$ cat src/rtl/multicycle_ctrl.sv
// Multicycle RISC-V style control FSM: FETCH/DECODE/execute sequencing with memory handshake.
// Optional JAL support is enabled by defining MULTICYCLE_CTRL_JAL_EN.
module multicycle_ctrl (
   input  logic       clk,
   input  logic       reset,
   input  logic [6:0] opcode,
   input  logic       mem_ready,
   input  logic       zero,
   output logic [1:0] ALUOp,
   output logic       alu_src_a,
   output logic [1:0] alu_src_b,
   output logic       mem_read,
   output logic       mem_write,
   output logic       i_or_d,
   output logic       ir_write,
   output logic       pc_write,
   output logic       pc_src,
   output logic       reg_write,
   output logic [1:0] wb_sel,
   output logic [3:0] state,
   output logic       illegal
);

   typedef enum logic [3:0] {
      S_FETCH    = 4'd0,
      S_DECODE   = 4'd1,
      S_MEM_ADDR = 4'd2,
      S_MEM_RD   = 4'd3,
      S_MEM_WB   = 4'd4,
      S_MEM_WR   = 4'd5,
      S_EXEC_R   = 4'd6,
      S_EXEC_I   = 4'd7,
      S_ALU_WB   = 4'd8,
      S_BRANCH   = 4'd9,
      S_JAL      = 4'd10,
      S_TRAP     = 4'd11
   } state_t;

   localparam logic [6:0] OP_R      = 7'b0110011;
   localparam logic [6:0] OP_I      = 7'b0010011;
   localparam logic [6:0] OP_LOAD   = 7'b0000011;
   localparam logic [6:0] OP_STORE  = 7'b0100011;
   localparam logic [6:0] OP_BRANCH = 7'b1100011;
   localparam logic [6:0] OP_JAL    = 7'b1101111;

   state_t state_q, state_d;

   always_ff @(posedge clk) begin
      if (reset) state_q <= S_FETCH;
      else       state_q <= state_d;
   end

   always_comb begin
      state_d   = state_q;
      ALUOp     = 2'b00;
      alu_src_a = 1'b0;
      alu_src_b = 2'b00;
      mem_read  = 1'b0;
      mem_write = 1'b0;
      i_or_d    = 1'b0;
      ir_write  = 1'b0;
      pc_write  = 1'b0;
      pc_src    = 1'b0;
      reg_write = 1'b0;
      wb_sel    = 2'b00;

      case (state_q)
         S_FETCH: begin
            mem_read  = 1'b1;
            alu_src_b = 2'b01;
            if (mem_ready) begin
               ir_write = 1'b1;
               pc_write = 1'b1;
               state_d  = S_DECODE;
            end
         end
         S_DECODE: begin
            alu_src_b = 2'b10;
            case (opcode)
               OP_R:               state_d = S_EXEC_R;
               OP_I:               state_d = S_EXEC_I;
               OP_LOAD, OP_STORE:  state_d = S_MEM_ADDR;
               OP_BRANCH:          state_d = S_BRANCH;
`ifdef MULTICYCLE_CTRL_JAL_EN
               OP_JAL:             state_d = S_JAL;
`endif
               default:            state_d = S_TRAP;
            endcase
         end
         S_MEM_ADDR: begin
            alu_src_a = 1'b1;
            alu_src_b = 2'b10;
            state_d   = (opcode == OP_STORE) ? S_MEM_WR : S_MEM_RD;
         end
         S_MEM_RD: begin
            mem_read = 1'b1;
            i_or_d   = 1'b1;
            if (mem_ready) state_d = S_MEM_WB;
         end
         S_MEM_WB: begin
            reg_write = 1'b1;
            wb_sel    = 2'b01;
            state_d   = S_FETCH;
         end
         S_MEM_WR: begin
            mem_write = 1'b1;
            i_or_d    = 1'b1;
            if (mem_ready) state_d = S_FETCH;
         end
         S_EXEC_R: begin
            alu_src_a = 1'b1;
            ALUOp     = 2'b10;
            state_d   = S_ALU_WB;
         end
         S_EXEC_I: begin
            alu_src_a = 1'b1;
            alu_src_b = 2'b10;
            ALUOp     = 2'b11;
            state_d   = S_ALU_WB;
         end
         S_ALU_WB: begin
            reg_write = 1'b1;
            state_d   = S_FETCH;
         end
         S_BRANCH: begin
            alu_src_a = 1'b1;
            ALUOp     = 2'b01;
            pc_src    = 1'b1;
            pc_write  = zero;
            state_d   = S_FETCH;
         end
`ifdef MULTICYCLE_CTRL_JAL_EN
         S_JAL: begin
            reg_write = 1'b1;
            wb_sel    = 2'b10;
            pc_write  = 1'b1;
            pc_src    = 1'b1;
            state_d   = S_FETCH;
         end
`endif
         S_TRAP:  state_d = S_TRAP;
         // Unused codes (and JAL when not built in) are treated as illegal.
         default: state_d = S_TRAP;
      endcase

      if (reset) begin
         ALUOp     = 2'b00;
         alu_src_a = 1'b0;
         alu_src_b = 2'b00;
         mem_read  = 1'b0;
         mem_write = 1'b0;
         i_or_d    = 1'b0;
         ir_write  = 1'b0;
         pc_write  = 1'b0;
         pc_src    = 1'b0;
         reg_write = 1'b0;
         wb_sel    = 2'b00;
      end
   end

   assign state   = state_q;
   assign illegal = (state_q == S_TRAP);

endmodule

$ cat config.mk
export PLATFORM = sky130hd
export DESIGN_NAME = multicycle_ctrl
export DESIGN_NICKNAME = d
export VERILOG_FILES = /design/src/rtl/multicycle_ctrl.sv
export SDC_FILE = /design/constraint.sdc
export NUM_CORES = 1
export LEC_CHECK = 0
export ABC_AREA = 0
export CAP_MARGIN = 20
export CELL_PAD_IN_SITES_DETAIL_PLACEMENT = 0
export CELL_PAD_IN_SITES_GLOBAL_PLACEMENT = 2
export CORE_MARGIN = 5
export CORE_UTILIZATION = 30
export DETAILED_ROUTE_END_ITERATION = 16
export DONT_BUFFER_PORTS = 1
export PLACE_DENSITY_LB_ADDON = 0.2
export SLEW_MARGIN = 10
export SYNTH_ARGS = -nofsm -noshare
export SYNTH_HDL_FRONTEND = slang
export SYNTH_SLANG_ARGS = --single-unit
$ cat constraint.sdc
create_clock -name clk -period 1.65 [get_ports clk]
set_input_delay 0.33 -clock clk [delete_from_list [all_inputs] [get_ports clk]]
set_output_delay 0.33 -clock clk [all_outputs]
set_load 0.03 [all_outputs]
==> out/results.tsv, run 1 <==
metric	value	unit
clock share of power	6.7	%
Syn-to-layout area delta	69.6	%
clk_skew	0.00451	ns
Row Count	16	
Hold Path Depth	1	
DR iter-0 viols	11	
Synth cell types	41	
CP required	1.32	ns
largest net degree at the start of global routing	20	
switch share	49.4	%
DR pass1 iterations	4	
die width	54.6	µm
clock latency on the worst-skew pair	0.23	ns
worst-case hold path end point	state[1]	
Total Power	1960	µW
yosys warns	0	
Sw Pwr	970	µW
Port Buf Inserts	0	
Hold Fails Final Rpt	0	
peak supply drop	977	µV
pins over their slew limit	0	
top cell type's share of synthesized area	13.4	%
post-synthesis sequential area ratio	13.4	%
fin nets	116	
design area	0.00101	mm²
root buf cell	clkbuf_4	
core area	0.00192	mm²
flop2flop setup slack	0.31	ns
Crit path arrival time	1.39	ns
min Tclk post-route	1.72	ns
Yosys reg bits	4	
CTS Buffer Depth	2	
Post-synth EDFFs	0	
status	complete, but fails checks	
Startpoint Class	register	
post-route setup slack	-0.0650	ns
pre-CTS WS	0.142	ns
Via density	5.28	
Post-synth ARST share	0	%
n_diodes	0	
area leader, netlist	dfxtp_1	
Worst Path Max Fanout	11	
Internal Power	994	µW
Post-Syn Instances	81	
share of post-route cells with drive strength above 1	60.6	%
Mapped Nets	92	
WL/cell	14.4	µm
antenna violations before repair	0	
top cells by area, synth	dfxtp_1, nand4b_1, buf_6	
Seq pwr share	16.0	%
endpoints failing setup	5	
total gr overflow	0	
Comb power frac	77.3	%
vias in the first global route	693	
Leak	0.000393	µW
Largest register FFs	4	
HP Start	reset	
Crit. End Element	primary output	
PwrDens	1940	mW/mm²
Total Wirelength	1890	µm
Clock Sinks	4	
post-route clock period utilization	104	%
Routed Antenna Nets	0	
Fill cells	207	
reg-to-reg critical path endpoint	state[0]	
Post-synth top cells	nand2_1, nor2_1, buf_2, dfxtp_1, nand4b_1	
placed cell areas	820	µm²
Critical R2R Launch	state[1]	
RSZ-0062 raised after global routing	yes	
gpl congestion	0.764	
Via Count	692	
# IOs	30	
CTS tree	done	
failing checks	negative setup slack	
Main synth FF type	dfxtp_1	
MaxCap Viol Count	0	
Initial Util	31.1	%
DRC	0	
GRT Util Overall	13.7	%
wire length of the first global-routing pass	3040	µm
htree depth	1	
die height	54.6	µm
reg2reg path depth	4	
CTS Buf Count	3	
CP Class	reg2out	
Post-Syn Area	597	µm²
HPWL after DPL	1320	µm
HP Class	in2reg	
die area	0.00298	mm²
clock slew at reported path FFs	0.04	ns
Mean Syn Cell Area	7.37	µm²
Fmax achieved	583	MHz
==> worst max-delay path, stage by stage (launching register included) <==
cell and delay [ns]:
dfxtp_4 0.43, buf_8 0.15, xor2_1 0.16, nand2_1 0.10, nor3_2 0.12, buf_4 0.18
==> layout make-up <==
class	count	area (µm²)	share of cell area (%)
Multi-Input combinational cell	67	576	56.9
Timing Repair Buffer	28	278	27.4
Sequential cell	4	95.1	9.39
Tap cell	27	33.8	3.34
Clock buffer	4	26.3	2.60
Inverter	1	3.75	0.371
==> worst max-delay path by stage <==
stage / slack [ns] / endpoint / depth (start not counted) / start
detailed placement: 0.14 / ir_write / 3 / state[2]
CTS: -0.08 / pc_write / 4 / state[0]
global route: -0.15 / i_or_d / 5 / state[1]
finish: -0.07 / i_or_d / 5 / state[1]
global placement: 0.15 / ir_write / 3 / state[2]
floorplan: -0.15 / ir_write / 4 / state[1]
==> cell families (layout without fill, tap and decap cells) <==
logic type,Yosys count,after routing,synth area share (%)
xor+xnor,3,3,4.40
flops,4,4,13.4
compound gates,15,15,18.5
other cells,1,1,0.628
simple gates,48,48,51.6
buf+inv,10,33,11.5
==> cell usage in the layout (no fill, tap or decap), types with 3 or more instances in the layout <==
| cell type | count |
|---|---|
| nand4b_1 | 4 |
| buf_12 | 3 |
| clkbuf_4 | 3 |
| buf_4 | 18 |
| nor3_2 | 4 |
| nand2_1 | 7 |
| dfxtp_4 | 4 |
| nor2_2 | 3 |
| buf_6 | 6 |
| nor2_1 | 5 |
==> per-stage QoR <==
| step | TNS, ns | utilization, % | hold WS (ns) | std cells |
|---|---|---|---|---|
| floorplan | -0.318 | - | 0.556 | 81 |
| global placement | 0 | 42.6 | 0.396 | 120 |
| detailed placement | 0 | 42.6 | 0.398 | 120 |
| CTS | -0.304 | 50.6 | 0.145 | 130 |
| global route | -0.770 | 52.7 | 0.150 | 131 |
| finish | -0.195 | 52.7 | 0.157 | 131 |
==> power groups by stage <==
stage	sequential, µW	clock (µW)	combinational, µW
2_1_floorplan	272	0	956
3_3_place_gp	308	0	1230
3_5_place_dp	308	0	1230
4_1_cts	315	139	1440
5_1_grt	334	147	1630
6_report	315	132	1520
==> timing repair <==
action                                  in CTS  in global routing
setup buffers                                6                  1
endpoints found under the setup margin       9                 11
hold endpoints to repair                     0                  0
gates resized for setup                     21                  7
pin swaps                                    7                  2
hold buffers                                 0                  0
==> metal layers <==
layer  vias to the layer above  global-route usage [%]  routed length (µm)
met4                         0                    2.49                   0
met1                       330                    16.9                 785
li1                        341                       -                   -
met3                         0                    1.63                 105
met2                        21                    25.0                 999
met5                         -                       0                   0
Note: power is estimated with default switching activity, not from simulation.
==> run 2, diff against run 1 <==
==> constraint.sdc (replaced) <==
create_clock -name clk -period 1.9 [get_ports clk]
set_input_delay 0.38 -clock clk [delete_from_list [all_inputs] [get_ports clk]]
set_output_delay 0.38 -clock clk [all_outputs]
set_load 0.03 [all_outputs]
==> run 2 against run 1 <==
The flow now finishes without violations. Non-clock buffer count is 7 lower. Sequential share of layout area is 1.9 points higher. Register-to-register slack better by 0.20 ns. Global-route usage is 1.3 points lower. Sequential power is 27% lower. Core utilization is 12 points lower. Total power is 33% lower. Clock power is 21% lower. Worst setup slack better by 0.14 ns. Critical path depth is 2 lower. Sequential cell count stayed put. Largest power group unchanged. Highest routed layer is now met4.
==> out/results.tsv, run 2 (synthesis gave the netlist of run 1 again) <==
metric	value	unit	change
post-route clock period utilization	96.3	%	
final core utilization	40.9	%	-12 points
most frequent cells in the layout	buf_4, nor2_1, nand2_1		
clock latency on the worst-skew pair	0.23	ns	about the same
Multi-input gate area	479	µm²	-17%
fin nets	109		-6.0%
RSZ-0062 raised after global routing	no		
die width	54.6	µm	unchanged
Clock Sinks	4		unchanged
Leak	0.000309	µW	-21%
Via Count	650		-6.1%
Startpoint Class	register		
root buf cell	clkbuf_4		
pre-CTS WS	0.164	ns	+0.0219 ns
antenna violations before repair	0		unchanged
CP required	1.52	ns	+0.20 ns
n_diodes	0		unchanged
hold buffers post-CTS	0		unchanged
Syn-to-layout area delta	31.7	%	
core area	0.00192	mm²	unchanged
Port Buf Inserts	0		unchanged
Initial Util	31.1	%	unchanged
worst-case hold path end point	state[1]		
Row Count	16		unchanged
CTS tree	done		
# IOs	30		unchanged
Crit path arrival time	1.45	ns	+0.06 ns
Routed Antenna Nets	0		unchanged
share of post-route cells with drive strength above 1	43.8	%	-17 points
htree depth	1		unchanged
HPWL after DPL	1260	µm	-4.5%
wire length of the first global-routing pass	2700	µm	-11%
Largest register FFs	4		unchanged
DR pass1 iterations	4		unchanged
Crit. End Element	primary output		
largest net degree at the start of global routing	22		+10%
GRT Util Overall	12.4	%	-1.3 points
clk_skew	0.00215	ns	-0.00236 ns
HP Start	reset		
pins over their slew limit	0		unchanged
Via density	5.28		about the same
status	complete, no violations		
Hold Fails Final Rpt	0		unchanged
total gr overflow	0		unchanged
HP Class	in2reg		
post-route setup slack	0.0703	ns	+0.135 ns
CP Class	reg2out		
Hold Path Depth	1		unchanged
MaxCap Viol Count	0		unchanged
CTS Buf Count	3		unchanged
CP Launch Point	state[0]		
reg2reg path depth	4		unchanged
WL/cell	14.2	µm	-1.9%
min Tclk post-route	1.83	ns	
Reg area	88.8	µm²	-6.6%
DR iter-0 viols	6		-5
Critical R2R Launch	state[1]		
DRC	0		unchanged
commonest non-fill, non-tap cell in the layout	buf_4		
die height	54.6	µm	unchanged
Worst Path Max Fanout	13		+2
flop2flop setup slack	0.51	ns	+0.20 ns
clock slew at reported path FFs	0.04	ns	about the same
CTS Buffer Depth	2		unchanged
Fmax achieved	547	MHz	
endpoints failing setup	0		-5
peak supply drop	574	µV	-41%
Fill cells	208		+0.48%
PwrDens	1670	mW/mm²	-14%
Total Power	1320	µW	-33%
die area	0.00298	mm²	unchanged
gpl congestion	0.721		-5.6%
reg-to-reg critical path endpoint	state[0]		
Total Wirelength	1740	µm	-7.9%
vias in the first global route	586		-15%
==> run 2: layer usage <==
metal	part of all wire (%)	global-route usage, %	vias to the layer above
met3	5.0	2.18	2
met4	0.98	7.05	0
met5	0	0	-
li1	-	-	331
met2	48	20.3	26
met1	46	15.0	291
==> run 2: final cells by class <==
class                   instances  share of cell area (%)
inverters                       1                   0.478
multi-input cells              67                    61.0
well taps                      27                    4.30
flip-flops and latches          4                    11.3
repair buffers                 21                    20.1
clock buffers                   3                    2.87
==> run 2: worst max-delay path by stage <==
stage,endpoint,cells past startpoint
2_1_floorplan,mem_write,3
3_3_place_gp,alu_src_b[1],4
3_5_place_dp,alu_src_b[1],4
4_1_cts,ir_write,3
5_1_grt,ir_write,3
6_report,ir_write,3
==> run 2: critical path, cell delays in order, from the launching register on <==
cell     delay (ns)
dfxtp_4        0.38
or3_4          0.41
nor3_4         0.19
and2_4         0.23
==> run 2: through the flow <==
step           setup TNS [ns]  hold WS, ns  std cells  area (µm²)
2_1_floorplan         -0.0672        0.609         81         629
3_3_place_gp                0        0.450        119         748
3_5_place_dp                0        0.451        119         748
4_1_cts                     0        0.202        122         776
5_1_grt                     0        0.195        123         786
6_report                    0        0.209        123         786
==> run 2: repair_timing <==
| action | 4_1_cts | 5_1_grt |
|---|---|---|
| gates resized for setup | 3 | 1 |
| pin swaps | 0 | 0 |
| setup buffers | 0 | 1 |
| gates cloned | 0 | 0 |
| hold endpoints to repair | 0 | 0 |
| endpoints found under the setup margin | 4 | 2 |
==> run 2: report_power, final <==
group          switching, µW  internal, µW
sequential              94.3           135
clock                   33.1          70.5
combinational            585           397
==> run 3, diff against run 2 <==
--- a/config.mk
+++ b/config.mk
@@ -10,7 +10,7 @@
 export CELL_PAD_IN_SITES_DETAIL_PLACEMENT = 0
 export CELL_PAD_IN_SITES_GLOBAL_PLACEMENT = 2
 export CORE_MARGIN = 5
-export CORE_UTILIZATION = 30
+export CORE_UTILIZATION = 33
 export DETAILED_ROUTE_END_ITERATION = 16
 export DONT_BUFFER_PORTS = 1
 export PLACE_DENSITY_LB_ADDON = 0.2
==> constraint.sdc (replaced) <==
create_clock -name clk -period 2.25 [get_ports clk]
set_input_delay 0.45 -clock clk [delete_from_list [all_inputs] [get_ports clk]]
set_output_delay 0.45 -clock clk [all_outputs]
set_load 0.03 [all_outputs]
==> run 3 against run 2 <==
Total power is 19% lower. Via count decreased by 3.7%. Clock skew grew 0.0012 ns. Cell count down 1.6%. Critical endpoint is now alu_src_b[1]. Highest routed layer is now met3.
==> out/results.tsv, run 3 (synthesis gave the netlist of run 1 again) <==
metric	value	unit	change
RSZ-0062 raised after global routing	no		
Crit. End Element	primary output		
fin nets	109		unchanged
peak supply drop	541	µV	-5.7%
DR iter-0 viols	11		+5
n_diodes	0		unchanged
Port Buf Inserts	0		unchanged
Fmax achieved	488	MHz	
Routed Antenna Nets	0		unchanged
Via density	5.17		-2.1%
Reg area	80.1	µm²	-9.9%
Clock Sinks	4		unchanged
Leak	0.000303	µW	-2.0%
CTS tree	done		
post-route clock period utilization	91.1	%	
antenna violations before repair	0		unchanged
Setup Fix Bufs, Post-CTS	0		unchanged
post-cts repair resize count	0		-3
gpl congestion	0.817		+13%
CTS Buffer Depth	2		unchanged
vias in the first global route	587		+0.17%
PwrDens	1420	mW/mm²	-15%
Row Count	15		-1
status	complete, no violations		
Multi-input gate area	460	µm²	-3.9%
Slew headroom	58.6	%	
HP Class	in2reg		
root buf cell	clkbuf_4		
HPWL after DPL	1260	µm	about the same
Total Wirelength	1590	µm	-8.4%
htree depth	1		unchanged
CP Class	reg2out		
final hold slack	0.291	ns	+0.0824 ns
commonest non-fill, non-tap cell in the layout	buf_4		
Worst Path Max Fanout	13		unchanged
GRT Util Overall	12.5	%	+0.069 points
total gr overflow	0		unchanged
hold buffers post-CTS	0		unchanged
share of post-route cells with drive strength above 1	36.5	%	-7.3 points
MaxCap Viol Count	0		unchanged
largest net degree at the start of global routing	17		-23%
final core utilization	43.8	%	+2.9 points
Largest register FFs	4		unchanged
core area	0.00173	mm²	-10%
clock slew at reported path FFs	0.04	ns	about the same
Hold Fails Final Rpt	0		unchanged
min Tclk post-route	2.05	ns	
Layout Cells excl Fill	121		-1.6%
Syn-to-layout area delta	26.6	%	
Fill cells	196		-5.8%
DRC	0		unchanged
Critical-path top delay cell	dfxtp_1		
Least-Margin Pin Slew	0.621	ns	
Initial Util	34.6	%	+3.5 points
worst-path cell chain	xor2_1 > nand2b_1 > a211oi_1 > buf_4		
Crit path arrival time	1.60	ns	+0.15 ns
CTS Buf Count	3		unchanged
die height	52.5	µm	-3.8%
wire length of the first global-routing pass	2620	µm	-3.0%
pins over their slew limit	0		unchanged
crit-path max cell delay	0.59	ns	+0.18 ns
die width	52.5	µm	-3.8%
most frequent cells in the layout	buf_4, nor2_1, nand2_1		
clock latency on the worst-skew pair	0.23	ns	about the same
# IOs	30		unchanged
CP required	1.80	ns	+0.28 ns
WL/cell	13.2	µm	-6.9%
endpoints failing setup	0		unchanged
placed insts	118		-0.84%
clk_skew	0.00334	ns	+0.00119 ns
DR pass1 iterations	2		-2
Via Count	626		-3.7%
Startpoint Class	register		
die area	0.00276	mm²	-7.5%
## run 3: cell counts in the layout (fill, tap and decap cells not counted)
Identical to the previous run, type by type.
## run 3: cell type report
class | count | area share (%)
inverter | 1 | 0.497
tap | 25 | 4.14
clock buffer | 3 | 2.98
sequential | 4 | 10.6
multi-input combinational | 67 | 60.9
timing repair buffer | 21 | 20.9
## run 3: worst max-delay path, delay by kind of cell (launching register included)
family / cells / cell delay [ns]
AOI/OAI and AO/OA: 1 / 0.24
xor gates and xnor gates: 1 / 0.26
buffers and inverters: 1 / 0.20
DFF: 1 / 0.59
and+or+nand+nor: 1 / 0.08
## run 3: metal layers
| layer | vias to the layer above | share of wire [%] | track usage, % |
|---|---|---|---|
| li1 | 326 | - | - |
| met2 | 18 | 48 | 21.5 |
| met4 | 0 | 0 | 5.11 |
| met1 | 282 | 45 | 14.1 |
| met3 | 0 | 6.5 | 3.70 |
| met5 | - | 0 | 0 |
## run 3: final timing paths
path	endpoint	cells past startpoint	from	slack, ns
worst max-delay path	alu_src_b[1]	4	state[0]	0.20
worst min-delay path	state[1]	1	reset	0.29
worst max register to register	state[3]	4	state[3]	0.72
worst min register to register	state[3]	2	state[1]	0.76
## run 3: power breakdown
group / internal, µW / switching, µW
Combinational: 331 / 438
Sequential: 101 / 118
Clock: 59.4 / 25.5
## run 3: stage by stage
step	setup TNS (ns)	power (µW)	setup slack, ns	cell area [µm²]
CTS	0	1080	0.176	756
finish	0	1070	0.200	756
detailed placement	0	998	0.423	733
global route	0	1160	0.0332	756
global placement	0	1000	0.431	733
floorplan	-0.00125	800	-0.00125	609
